## src/rtl/shift_arbiter.sv

```systemverilog
// Round-robin arbiter for the shared right-shifter between two requesters.
// The SHIFT_ARB_ZERO_BYPASS_EN macro lets amt == 0 skip the shifter (1-cycle latency).
module shift_arbiter #(
  parameter int unsigned DW = 8,
  parameter int unsigned SW = 3
) (
  input  logic          clk,
  input  logic          rst_n,
  input  logic          req0,
  input  logic          req1,
  input  logic [DW-1:0] data0,
  input  logic [DW-1:0] data1,
  input  logic [SW-1:0] amt0,
  input  logic [SW-1:0] amt1,
  output logic          gnt0,
  output logic          gnt1,
  output logic          rvalid0,
  output logic          rvalid1,
  input  logic          rready0,
  input  logic          rready1,
  output logic [DW-1:0] rdata,
  output logic [DW-1:0] sh_ip,
  output logic [SW-1:0] sh_s,
  input  logic [DW-1:0] sh_out,
  output logic          busy
);

  typedef enum logic [1:0] {
    StIdle,
    StExec,
    StResp
  } state_e;

  state_e        r_state;
  logic          r_owner;
  logic          r_last;
  logic          r_gnt0;
  logic          r_gnt1;
  logic          r_rvalid0;
  logic          r_rvalid1;
  logic [DW-1:0] r_op;
  logic [SW-1:0] r_amt;
  logic [DW-1:0] r_rdata;

  logic          w_any;
  logic          w_win;
  logic [DW-1:0] w_win_data;
  logic [SW-1:0] w_win_amt;
  logic          w_owner_ready;
  logic          w_bypass;

  assign w_any = req0 | req1;
  // Under contention the requester that did not win last time gets the grant.
  assign w_win         = (req0 && req1) ? ~r_last : req1;
  assign w_win_data    = w_win ? data1 : data0;
  assign w_win_amt     = w_win ? amt1 : amt0;
  assign w_owner_ready = r_owner ? rready1 : rready0;

`ifdef SHIFT_ARB_ZERO_BYPASS_EN
  assign w_bypass = (w_win_amt == '0);
`else
  assign w_bypass = 1'b0;
`endif

  // r_op/r_amt hold the operand only while in EXEC, so they double as the shifter drive.
  always_ff @(posedge clk or negedge rst_n) begin
    if (!rst_n) begin
      r_state   <= StIdle;
      r_owner   <= 1'b0;
      r_last    <= 1'b1;
      r_gnt0    <= 1'b0;
      r_gnt1    <= 1'b0;
      r_rvalid0 <= 1'b0;
      r_rvalid1 <= 1'b0;
      r_op      <= '0;
      r_amt     <= '0;
      r_rdata   <= '0;
    end else begin
      case (r_state)
        StIdle: begin
          if (w_any) begin
            r_owner <= w_win;
            r_last  <= w_win;
            r_gnt0  <= ~w_win;
            r_gnt1  <= w_win;
            if (w_bypass) begin
              r_rdata   <= w_win_data;
              r_rvalid0 <= ~w_win;
              r_rvalid1 <= w_win;
              r_state   <= StResp;
            end else begin
              r_op    <= w_win_data;
              r_amt   <= w_win_amt;
              r_state <= StExec;
            end
          end
        end
        StExec: begin
          r_gnt0    <= 1'b0;
          r_gnt1    <= 1'b0;
          r_op      <= '0;
          r_amt     <= '0;
          r_rdata   <= sh_out;
          r_rvalid0 <= ~r_owner;
          r_rvalid1 <= r_owner;
          r_state   <= StResp;
        end
        StResp: begin
          r_gnt0 <= 1'b0;
          r_gnt1 <= 1'b0;
          if (w_owner_ready) begin
            r_rvalid0 <= 1'b0;
            r_rvalid1 <= 1'b0;
            r_state   <= StIdle;
          end
        end
        default: r_state <= StIdle;
      endcase
    end
  end

  assign gnt0    = r_gnt0;
  assign gnt1    = r_gnt1;
  assign rvalid0 = r_rvalid0;
  assign rvalid1 = r_rvalid1;
  assign rdata   = r_rdata;
  assign sh_ip   = r_op;
  assign sh_s    = r_amt;
  assign busy    = (r_state != StIdle);

endmodule

```

## config.mk

```make
export PLATFORM = sky130hd
export DESIGN_NAME = shift_arbiter
export DESIGN_NICKNAME = d
export VERILOG_FILES = /design/src/rtl/shift_arbiter.sv
export SDC_FILE = /design/constraint.sdc
export NUM_CORES = 1
export LEC_CHECK = 0
export CAP_MARGIN = 20
export CORE_UTILIZATION = 41
export CTS_CLUSTER_DIAMETER = 150
export CTS_CLUSTER_SIZE = 40
export DETAILED_ROUTE_END_ITERATION = 16
export PLACE_DENSITY = 0.89
export SETUP_SLACK_MARGIN = 0.15
export SYNTH_ARGS = -nofsm -noshare
export SYNTH_HDL_FRONTEND = slang
export SYNTH_SLANG_ARGS = --single-unit
```

## constraint.sdc

```tcl
create_clock -name clk -period 1.94 [get_ports clk]
set_input_delay 0.388 -clock clk [delete_from_list [all_inputs] [get_ports clk]]
set_output_delay 0.388 -clock clk [all_outputs]
set_load 0.05 [all_outputs]
```

==> impl_metrics.env, run 1 <==
export IMPL_status="finished clean"
export IMPL_ys_ff_latch=27
export IMPL_antenna_left=0
export IMPL_antenna_cells=0
export IMPL_num_vias=1125
export IMPL_dp_hpwl_mm=2.39
export IMPL_portBuffers=59
export IMPL_power_leakage_uw=0.000918
export IMPL_hold_viol=0
export IMPL_grt_ovfl_total=0
export IMPL_synth_top_area_share=0.501
export IMPL_fmax_mhz=580
export IMPL_synth_cell_types=29
export IMPL_power_density_nw_per_um2=1700
export IMPL_cts_made_buffers=3
export IMPL_drtIter0Drc=24
export IMPL_register_area_um2=677
export IMPL_cts_sinks=27
export IMPL_die_area_um2=3390
export IMPL_insertion_delay_ps=320
export IMPL_drt_first_pass_iters=4
export IMPL_crit_type="reg -> out"
export IMPL_path_common_cell="inv_2"
export IMPL_fin_nets=214
export IMPL_wl_met2_mm=1.62
export IMPL_clk_pin_slew_ps=140
export IMPL_critPathArrivalTime_ps=1340
export IMPL_required_ps=1550
export IMPL_grt_max_degree=28
export IMPL_cts_max_path_buffers=2
export IMPL_multi_input_area_um2=581
export IMPL_wl_met3_um=188
export IMPL_setup_violations=0
export IMPL_grt_pass1_wl_mm=5.06
export IMPL_fin_cells=217
export IMPL_period_share=0.889
export IMPL_syn_area_per_cell_um2=12.2
export IMPL_top_level_ports=60
export IMPL_placementRows=20
export IMPL_ys_top_cells_by_area="dfrtp_1 (50%), a221o_1 (8.5%), mux2_2 (7.8%)"
export IMPL_antenna_found_initial=0
export IMPL_hold_class="in -> async"
export IMPL_cp_cell_sequence="inv_2, ha_2, buf_6, inv_2, buf_12"
export IMPL_synth_fp_nets=146
export IMPL_slowest_stage="dfrtp_1"
export IMPL_cp_end_kind="primary output"
export IMPL_critPathMaxFanout=9
export IMPL_worstMarginPinSlew_ps=514
export IMPL_htreeDepth=1
export IMPL_dp_cells=208
export IMPL_vias_per_cell=5.18
export IMPL_highest_layer="met4"
export IMPL_clock_root_buffer="clkbuf_4"
export IMPL_hold_ws_ps=432
export IMPL_maxCapViolCount=0
export IMPL_slowest_delay_ps=420
export IMPL_die_h_um=58.3
export IMPL_cts_tree="yes"
export IMPL_synth_commonest_cells="dfrtp_1 (26), a21boi_1 (11), a221o_1 (11), mux2_2 (9), a21oi_1 (5)"
export IMPL_drive_above_1_share=0.191
export IMPL_synth_most_common_cell="dfrtp_1"
export IMPL_ys_warnings_count=0
export IMPL_critPathLaunchType="flop"
export IMPL_wirelength_mm=3.25
export IMPL_rsz0062_at_grt="true"
export IMPL_synth_top_cell_by_area="dfrtp_1"
export IMPL_slew_headroom=0.659
export IMPL_post_route_min_period_ps=1720
export IMPL_synth_edf_count=0
export IMPL_ys_flop_type="dfrtp_1"
export IMPL_grtUsageTotal=0.198
export IMPL_drc=0
export IMPL_wl_per_cell_um=15.0
export IMPL_design_core_area_um2=3030
export IMPL_area_growth_pct=54.8
export IMPL_globalplace_congestion=0.772
export IMPL_slew_violations=0
export IMPL_worst_clock_skew_ps=9.13
export IMPL_dieWidth_um=58.3
export IMPL_synthCells=106
export IMPL_wl_met1_mm=1.42
export IMPL_yosysSeqAreaShare=0.522
export IMPL_grt_pass1_vias=1110
export IMPL_cp_top_family="flip-flops"
export IMPL_worst_path_buf_inv=4
export IMPL_ir_drop_v=0.000741
export IMPL_synthArstFlopShare=1.00
export IMPL_start_util=0.429
export IMPL_num_fill_cells=246
export IMPL_synth_area_um2=1300
-- cells by family (layout without fill, tap and decap cells) --
| family | Yosys count | after routing | synth area share |
|---|---|---|---|
| AOI/OAI and AO/OA | 37 | 37 | 0.230 |
| DFF | 27 | 27 | 0.522 |
| and+or+nand+nor | 17 | 17 | 0.0723 |
| muxes | 11 | 11 | 0.0935 |
| buffers and inverters | 10 | 77 | 0.0444 |
| adders and majority gates | 4 | 4 | 0.0386 |
-- state kept, by name (all words and copies together), names as in the netlist, 2 cells and up --
signal	count
rdata	8
sh_ip	8
sh_s	3
r_state	2
-- worst reg2reg max path, cell delays in order (launching register included) --
cell and delay [ps]:
dfrtp_1 390, buf_4 120, ha_1 230, buf_6 190, and4b_2 330, a221o_1 320
-- path summary, 6_finish.rpt --
kind	startpoint	endpoint	slack, ps	cells past startpoint
max reg2reg	r_state[0]$_DFFE_PN0P_	sh_ip[1]$_DFFE_PN0P_	240	5
min reg2reg	rdata[5]$_DFFE_PN0P_	rdata[5]$_DFFE_PN0P_	520	1
min	rst_n	r_owner$_DFFE_PN0P_	430	2
min in group clk	rdata[5]$_DFFE_PN0P_	rdata[5]$_DFFE_PN0P_	520	1
max	r_state[1]$_DFFE_PN0P_	busy	220	5
max in group asynchronous	rst_n	r_last$_DFFE_PN1P_	1210	2
-- where the power goes --
part	internal, µW	total (µW)	switching [µW]
registers	815	962	147
clock network	80.4	240	160
logic	863	2220	1350
-- layer usage --
metal,global-route usage,up-vias
li1,-,530
met2,0.333,49
met3,0.0357,2
met4,0.0612,0
met1,0.262,544
met5,0,-
-- layout by cell type (no fill, tap or decap), drive strengths merged, types with 2 or more instances in the layout --
cell type       n
a21boi         12
a21oi           5
a221o          11
buf            11
clkbuf          4
clkdlybuf4s50  35
dfrtp          26
dlygate4sd2    23
ha              4
inv             4
mux2            9
mux2i           2
nand2           4
nand2b          3
nor2            4
o21ai           2
-- stage by stage --
step | total power [µW] | cell area, µm² | setup TNS, ps | setup WS, ps | utilization
after CTS | 3310 | 1970 | 0 | 159 | 0.649
after floorplan | 2480 | 1300 | 0 | 435 | -
after detailed placement | 3180 | 1950 | -4110 | -385 | 0.643
after global routing | 3600 | 2010 | 0 | 138 | 0.663
after global placement | 3110 | 1950 | -3210 | -293 | 0.643
final | 3420 | 2010 | 0 | 216 | 0.663
-- cell type report --
class / instances / area share
Sequential cell: 27 / 0.337
Timing Repair Buffer: 69 / 0.326
Multi-Input combinational cell: 69 / 0.289
Tap cell: 44 / 0.0274
Clock buffer: 4 / 0.0131
Inverter: 4 / 0.00748
-- timing repair --
item,4_1_cts,5_1_grt
buffers inserted,2,3
resized for setup,26,7
pin swaps,0,0
hold buffers,0,0
endpoints found under the setup margin,35,13
Power figures use the tool's default switching activity.
==> run 2: changes to the inputs <==
Settings changed: CORE_MARGIN set to 5.
Clock period 1.94 ns to 1.85 ns, I/O delays scaled along.
==> impl_metrics.env, run 2 (synthesis gave the netlist of run 1 again) <==
export IMPL_start_util=0.425
export IMPL_area_growth_pct=57.0
export IMPL_dp_cells=213
export IMPL_fin_nets=220
export IMPL_critPathLaunchType="flop"
export IMPL_grt_use_met3=0.0306
export IMPL_cts_tree="yes"
export IMPL_required_ps=1480
export IMPL_htreeDepth=1
export IMPL_worstMarginPinSlew_ps=386
export IMPL_maxCapViolCount=0
export IMPL_num_vias=1141
export IMPL_cts_max_path_buffers=2
export IMPL_antenna_cells=0
export IMPL_fin_setup_tns_ps=0
export IMPL_critPathMaxFanout=7
export IMPL_final_common_cell="buf_4"
export IMPL_portBuffers=59
export IMPL_period_share=0.903
export IMPL_fin_cells=223
export IMPL_die_area_um2=4390
export IMPL_die_h_um=66.3
export IMPL_most_common_layout_cells="buf_4 (37), clkdlybuf4s50_1 (35), dfrtp_1 (26)"
export IMPL_globalplace_congestion=0.766
export IMPL_insertion_delay_ps=320
export IMPL_clock_root_buffer="clkbuf_4"
export IMPL_dieWidth_um=66.3
export IMPL_worst_clock_skew_ps=1.11
export IMPL_antenna_left=0
export IMPL_cp_cell_sequence="inv_1, ha_4, buf_6, inv_4, buf_12"
export IMPL_grt_pass1_vias=1214
export IMPL_antenna_found_initial=0
export IMPL_crit_type="reg -> out"
export IMPL_vias_per_cell=5.12
export IMPL_top_usage_layer="met2"
export IMPL_grt_pass1_wl_mm=5.82
export IMPL_cts_made_buffers=3
export IMPL_top_level_ports=60
export IMPL_dp_hpwl_mm=2.86
export IMPL_drive_above_1_share=0.346
export IMPL_cp_end_kind="primary output"
export IMPL_grt_ovfl_total=0
export IMPL_setup_violations=0
export IMPL_grtUsageTotal=0.173
export IMPL_wirelength_mm=3.73
export IMPL_met1_usage=0.214
export IMPL_critPathArrivalTime_ps=1300
export IMPL_power_leakage_uw=0.000921
export IMPL_rsz0062_at_grt="true"
export IMPL_clk_pin_slew_ps=140
export IMPL_grt_max_degree=15
export IMPL_cts_sinks=27
export IMPL_p_total_uw=3810
export IMPL_slew_violations=0
export IMPL_drt_first_pass_iters=4
export IMPL_fmax_mhz=598
export IMPL_cts_hold_buffers=0
export IMPL_hold_class="in -> async"
export IMPL_drc=0
export IMPL_placementRows=20
export IMPL_wl_per_cell_um=16.7
export IMPL_use_met2=0.299
export IMPL_ir_drop_v=0.000886
export IMPL_slowest_delay_ps=420
export IMPL_post_route_min_period_ps=1670
export IMPL_slew_headroom=0.735
export IMPL_status="finished clean"
export IMPL_hold_viol=0
export IMPL_design_core_area_um2=3050
export IMPL_drtIter0Drc=44
export IMPL_power_density_nw_per_um2=1870
export IMPL_slowest_stage="dfrtp_1"
==> run 2: changes by cell type in the layout (fill, tap and decap cells not counted), sizes merged <==
| cell | delta |
|---|---|
| dlygate4sd2 | -23 |
| buf | +29 |
==> run 2: final timing paths <==
check                                    endpoint  cells after the start                    from  slack [ps]
setup / recovery                             busy                      5  r_state[0]$_DFFE_PN0P_         180
hold / removal                r_owner$_DFFE_PN0P_                      1                   rst_n         310
setup reg to reg           r_state[1]$_DFFE_PN0P_                      6  r_state[0]$_DFFE_PN0P_         190
hold reg to reg              rdata[3]$_DFFE_PN0P_                      1    rdata[3]$_DFFE_PN0P_         530
max in group asynchronous    rdata[4]$_DFFE_PN0P_                      2                   rst_n        1060
min in group clk             rdata[3]$_DFFE_PN0P_                      1    rdata[3]$_DFFE_PN0P_         530
==> run 2: critical path, delay by kind of cell, from the launching register on <==
kind,cells,cell delay (ps)
fa+ha+maj,1,140
flops,1,420
buf+inv,4,430
==> run 2: per-stage QoR <==
step           hold slack [ps]  setup WS, ps  instance area [µm²]  utilization
4_1_cts                    316           113                 1970        0.645
6_report                   315           179                 2040        0.667
3_3_place_gp               493          -392                 1920        0.629
3_5_place_dp               502         -92.2                 1930        0.632
5_1_grt                    321           136                 2040        0.667
2_1_floorplan             74.4           345                 1300            -
==> run 2: metal layers <==
metal	vias to the layer above	wire length [µm]
li1	539	-
met1	558	1470
met5	-	0
met4	0	48
met2	40	2020
met3	4	198
==> run 2: what timing repair did <==
item	4_1_cts	5_1_grt
buffers inserted	1	5
gates resized for setup	5	8
pin swaps	0	1
endpoints found under the setup margin	13	13
gates cloned	0	0
==> run 2: final cells by class <==
class | instances | area, µm²
repair buffers | 75 | 671
well taps | 44 | 55.1
fillers | 258 | 1020
flip-flops and latches | 27 | 677
multi-input cells | 69 | 591
inverters | 4 | 17.5
clock buffers | 4 | 26.3
==> run 2: report_power, final <==
| part | internal (µW) | total, µW | switching (µW) |
|---|---|---|---|
| Combinational | 1070 | 2540 | 1470 |
| Sequential | 855 | 1010 | 158 |
| Clock | 84.5 | 255 | 171 |
==> run 3: changes to the inputs <==
Settings changed: ABC_CLOCK_PERIOD_IN_PS set to 1850, CORE_ASPECT_RATIO set to 0.6.
==> impl_metrics.env, run 3 (synthesis gave the netlist of run 1 again) <==
export IMPL_grtUsageTotal=0.165
export IMPL_grt_pass1_wl_mm=5.49
export IMPL_p_sw_uw=1810
export IMPL_fmax_mhz=606
export IMPL_critPathArrivalTime_ps=1810
export IMPL_drt_first_pass_iters=4
export IMPL_hold_ws_ps=453
export IMPL_design_core_area_um2=2950
export IMPL_clk_pin_slew_ps=90
export IMPL_fin_nets=213
export IMPL_antenna_cells=0
export IMPL_dpl_instance_area_um2=1900
export IMPL_required_ps=2010
export IMPL_final_area_um2=2010
export IMPL_post_route_min_period_ps=1650
export IMPL_hold_viol=0
export IMPL_power_leakage_uw=0.000892
export IMPL_crit_type="reg -> reg"
export IMPL_die_h_um=53.6
export IMPL_power_frac_seq=0.269
export IMPL_ir_drop_v=0.00120
export IMPL_wl_per_cell_um=17.4
export IMPL_slew_headroom=0.672
export IMPL_placementRows=15
export IMPL_wirelength_mm=3.72
export IMPL_cts_max_path_buffers=2
export IMPL_period_share=0.891
export IMPL_die_area_um2=4430
export IMPL_cts_tree="yes"
export IMPL_combPwrFrac=0.642
export IMPL_cts_made_buffers=3
export IMPL_worst_clock_skew_ps=3.93
export IMPL_htreeDepth=1
export IMPL_insertion_delay_ps=280
export IMPL_num_vias=1126
export IMPL_final_common_cell="clkdlybuf4s50_1"
export IMPL_worstMarginPinSlew_ps=491
export IMPL_start_util=0.440
export IMPL_hold_class="in -> async"
export IMPL_dp_hpwl_mm=2.81
export IMPL_dieWidth_um=82.6
export IMPL_most_common_layout_cells="clkdlybuf4s50_1 (35), buf_4 (29), dfrtp_1 (26)"
export IMPL_antenna_left=0
export IMPL_rsz0062_at_grt="true"
export IMPL_grt_pass1_vias=1165
export IMPL_maxCapViolCount=0
export IMPL_vias_per_cell=5.26
export IMPL_power_density_nw_per_um2=1900
export IMPL_cp_end_kind="flop"
export IMPL_drive_above_1_share=0.331
export IMPL_p_int_uw=2010
export IMPL_slew_violations=0
export IMPL_setup_violations=0
export IMPL_critPathLaunchType="flop"
export IMPL_grt_max_degree=28
export IMPL_portBuffers=59
export IMPL_area_growth_pct=55.3
export IMPL_switching_share=0.474
export IMPL_drtIter0Drc=54
export IMPL_num_fill_cells=218
export IMPL_cts_sinks=27
export IMPL_power_share_clock=0.089
export IMPL_globalplace_congestion=0.918
export IMPL_antenna_found_initial=0
export IMPL_clock_root_buffer="clkbuf_8"
export IMPL_critPathMaxFanout=13
export IMPL_grt_ovfl_total=0
export IMPL_drc=0
export IMPL_top_level_ports=60
export IMPL_status="finished clean"
==> run 3: power by group through the flow <==
stage                     clock, µW  combinational (µW)  sequential, µW
after floorplan                   0                 872            1720
after global placement            0                2210            1010
after detailed placement          0                2280            1030
after CTS                       346                2370            1030
after global routing            369                2590            1060
final                           341                2450            1030
==> run 3: area by class of cell <==
class,instances,area (µm²),share of cell area
flip-flops and latches,27,677,0.336
repair buffers,67,614,0.305
multi-input cells,70,607,0.301
well taps,42,52.6,0.0261
clock buffers,3,41.3,0.0205
inverters,4,17.5,0.00870
clock inverters,1,5.00,0.00248
==> run 3: critical path, cell delays in order, from the launching register on <==
cell     delay (ps)
dfrtp_1         420
inv_2           110
ha_2            240
buf_8           160
and4b_4         270
a221o_1         330
==> run 3: path summary, 6_finish.rpt <==
| check | from | slack, ps | cells past startpoint | to |
|---|---|---|---|---|
| worst min-delay path | rst_n | 450 | 2 | sh_ip[1]$_DFFE_PN0P_ |
| min in group clk | rdata[7]$_DFFE_PN0P_ | 520 | 1 | rdata[7]$_DFFE_PN0P_ |
| worst max register to register | r_state[1]$_DFFE_PN0P_ | 200 | 5 | sh_ip[0]$_DFFE_PN0P_ |
| max in group asynchronous | rst_n | 1100 | 2 | r_last$_DFFE_PN1P_ |
| worst max-delay path | r_state[1]$_DFFE_PN0P_ | 200 | 5 | sh_ip[0]$_DFFE_PN0P_ |
| worst min register to register | rdata[7]$_DFFE_PN0P_ | 520 | 1 | rdata[7]$_DFFE_PN0P_ |
==> run 3: repair_timing <==
action,4_1_cts,5_1_grt
cloned,0,1
setup buffers,0,2
endpoints found under the hold margin,0,0
hold buffers,0,0
endpoints found under the setup margin,13,14
gates resized for setup,11,6
==> run 3: stage by stage <==
stage	setup TNS, ps	setup WS [ps]	instances	power, µW	utilization
finish	0	201	214	3820	0.684
global route	0	139	214	4010	0.684
floorplan	0	345	106	2600	-
detailed placement	-4880	-470	207	3310	0.643
global placement	-3190	-292	207	3220	0.643
CTS	0	149	211	3740	0.668
==> run 3: per-layer routing <==
metal	GRT usage	part of all wire
met2	0.271	0.49
met3	0.0585	0.068
met5	0	0
met4	0.0163	0.0032
met1	0.220	0.44
==> edit: new RTL, flow settings as in run 1 <==
Build with the macro `SHIFT_ARB_ZERO_BYPASS_EN` defined.
--- a/src/rtl/shift_arbiter.sv
+++ b/src/rtl/shift_arbiter.sv
@@ -1,5 +1,7 @@
 // Round-robin arbiter for the shared right-shifter between two requesters.
 // The SHIFT_ARB_ZERO_BYPASS_EN macro lets amt == 0 skip the shifter (1-cycle latency).
+`define SHIFT_ARB_ZERO_BYPASS_EN
+
 module shift_arbiter #(
   parameter int unsigned DW = 8,
   parameter int unsigned SW = 3
Behaviour: not the same (a bounded check fails within 4 cycles, from zero or initial values and one cycle with rst_n low).
==> edit against run 1 <==
Routed wire length is 26% higher. Global-route usage is 2.7 points higher. Final area is 15% higher. Via count is 16% higher. Sequential cell count stayed put. Setup slack worse by 0.10 ns. Power is 25% higher. Synthesized area is 12% higher. First-iteration DRC count is 25% lower. Critical path type is now in2reg. Critical endpoint is now rdata[4].
==> edit: results (changes against run 1) <==
Final Core Density 0.6856 (was 0.6632); Worst path slowest cell clkdlybuf4s50_1 (was dfrtp_1); P_leak 1.057 nW (was 0.9176 nW); r2r worst-path depth 8 (was 5); Synth cell types 27 (was 29); Commonest cells post-synth dfrtp_1 (26), mux2_2 (20), mux2i_1 (13), nand2_1 (12), o21ai_0 (12) (was dfrtp_1 (26), a21boi_1 (11), a221o_1 (11), mux2_2 (9), a21oi_1 (5)); Signal buf overhead 0.3109 (was 0.3259); met1 Track Usage GR 0.2283 (was 0.2616); met3 Usage GRT 0.05462 (was 0.03571); fraction of layout cells with a size suffix above 1 0.2660 (was 0.1908); metal2 WL 2170 um (was 1621 um); vias in the first global route 1334 (was 1110); Total Routing Usage GR 0.2256 (was 0.1985); total via count in the routed design 1310 (was 1125); reg2reg setup slack 0.16 ns (was 0.24 ns); CP delay by family, top buffers and inverters (was flip-flops); outcome completed (unchanged); crit path max fanout 4 (was 9); inverters 3 (was 4); Setup Skew 0.0009833 ns (was 0.009130 ns); worst hold margin 0.3574 ns (was 0.4320 ns); Layout clock area frac 0.01139 (was 0.01308); placed cells 242 (was 208); comb_multi_in 95 (was 69); largest net degree at the start of global routing 31 (was 28)
edit: cell types whose count changed after synthesis, sizes merged, moves of 7 or more:
cell / delta
o21ai: +10
nand2: +8
mux2: +12
a21boi: -10
mux2i: +11
nor2: +7
a221o: -11
edit: repair_timing:
| item | 4_1_cts | 5_1_grt |
|---|---|---|
| hold buffers | 0 | 0 |
| buffers inserted | 3 | 0 |
| setup endpoints to repair | 43 | 20 |
| pin swaps | 3 | 1 |
| gates resized for setup | 31 | 8 |
edit: worst max-delay path by stage:
stage                     from  endpoint  slack [ns]  cells after the start
finish                    req1  rdata[4]        0.12                      6
global route        r_state[0]  rdata[6]         0.1                      8
global placement          req1  sh_ip[2]       -0.28                      6
CTS                       req1  sh_ip[3]        0.15                      5
floorplan           r_state[0]  sh_ip[0]        0.16                      7
detailed placement     amt1[2]  sh_ip[7]       -0.36                      5
edit: kinds of logic after synthesis:
family | Yosys count
buffers and inverters | 9
muxes | 34
adders and majority gates | 4
and+or+nand+nor | 29
AOI/OAI and AO/OA | 28
DFF | 27
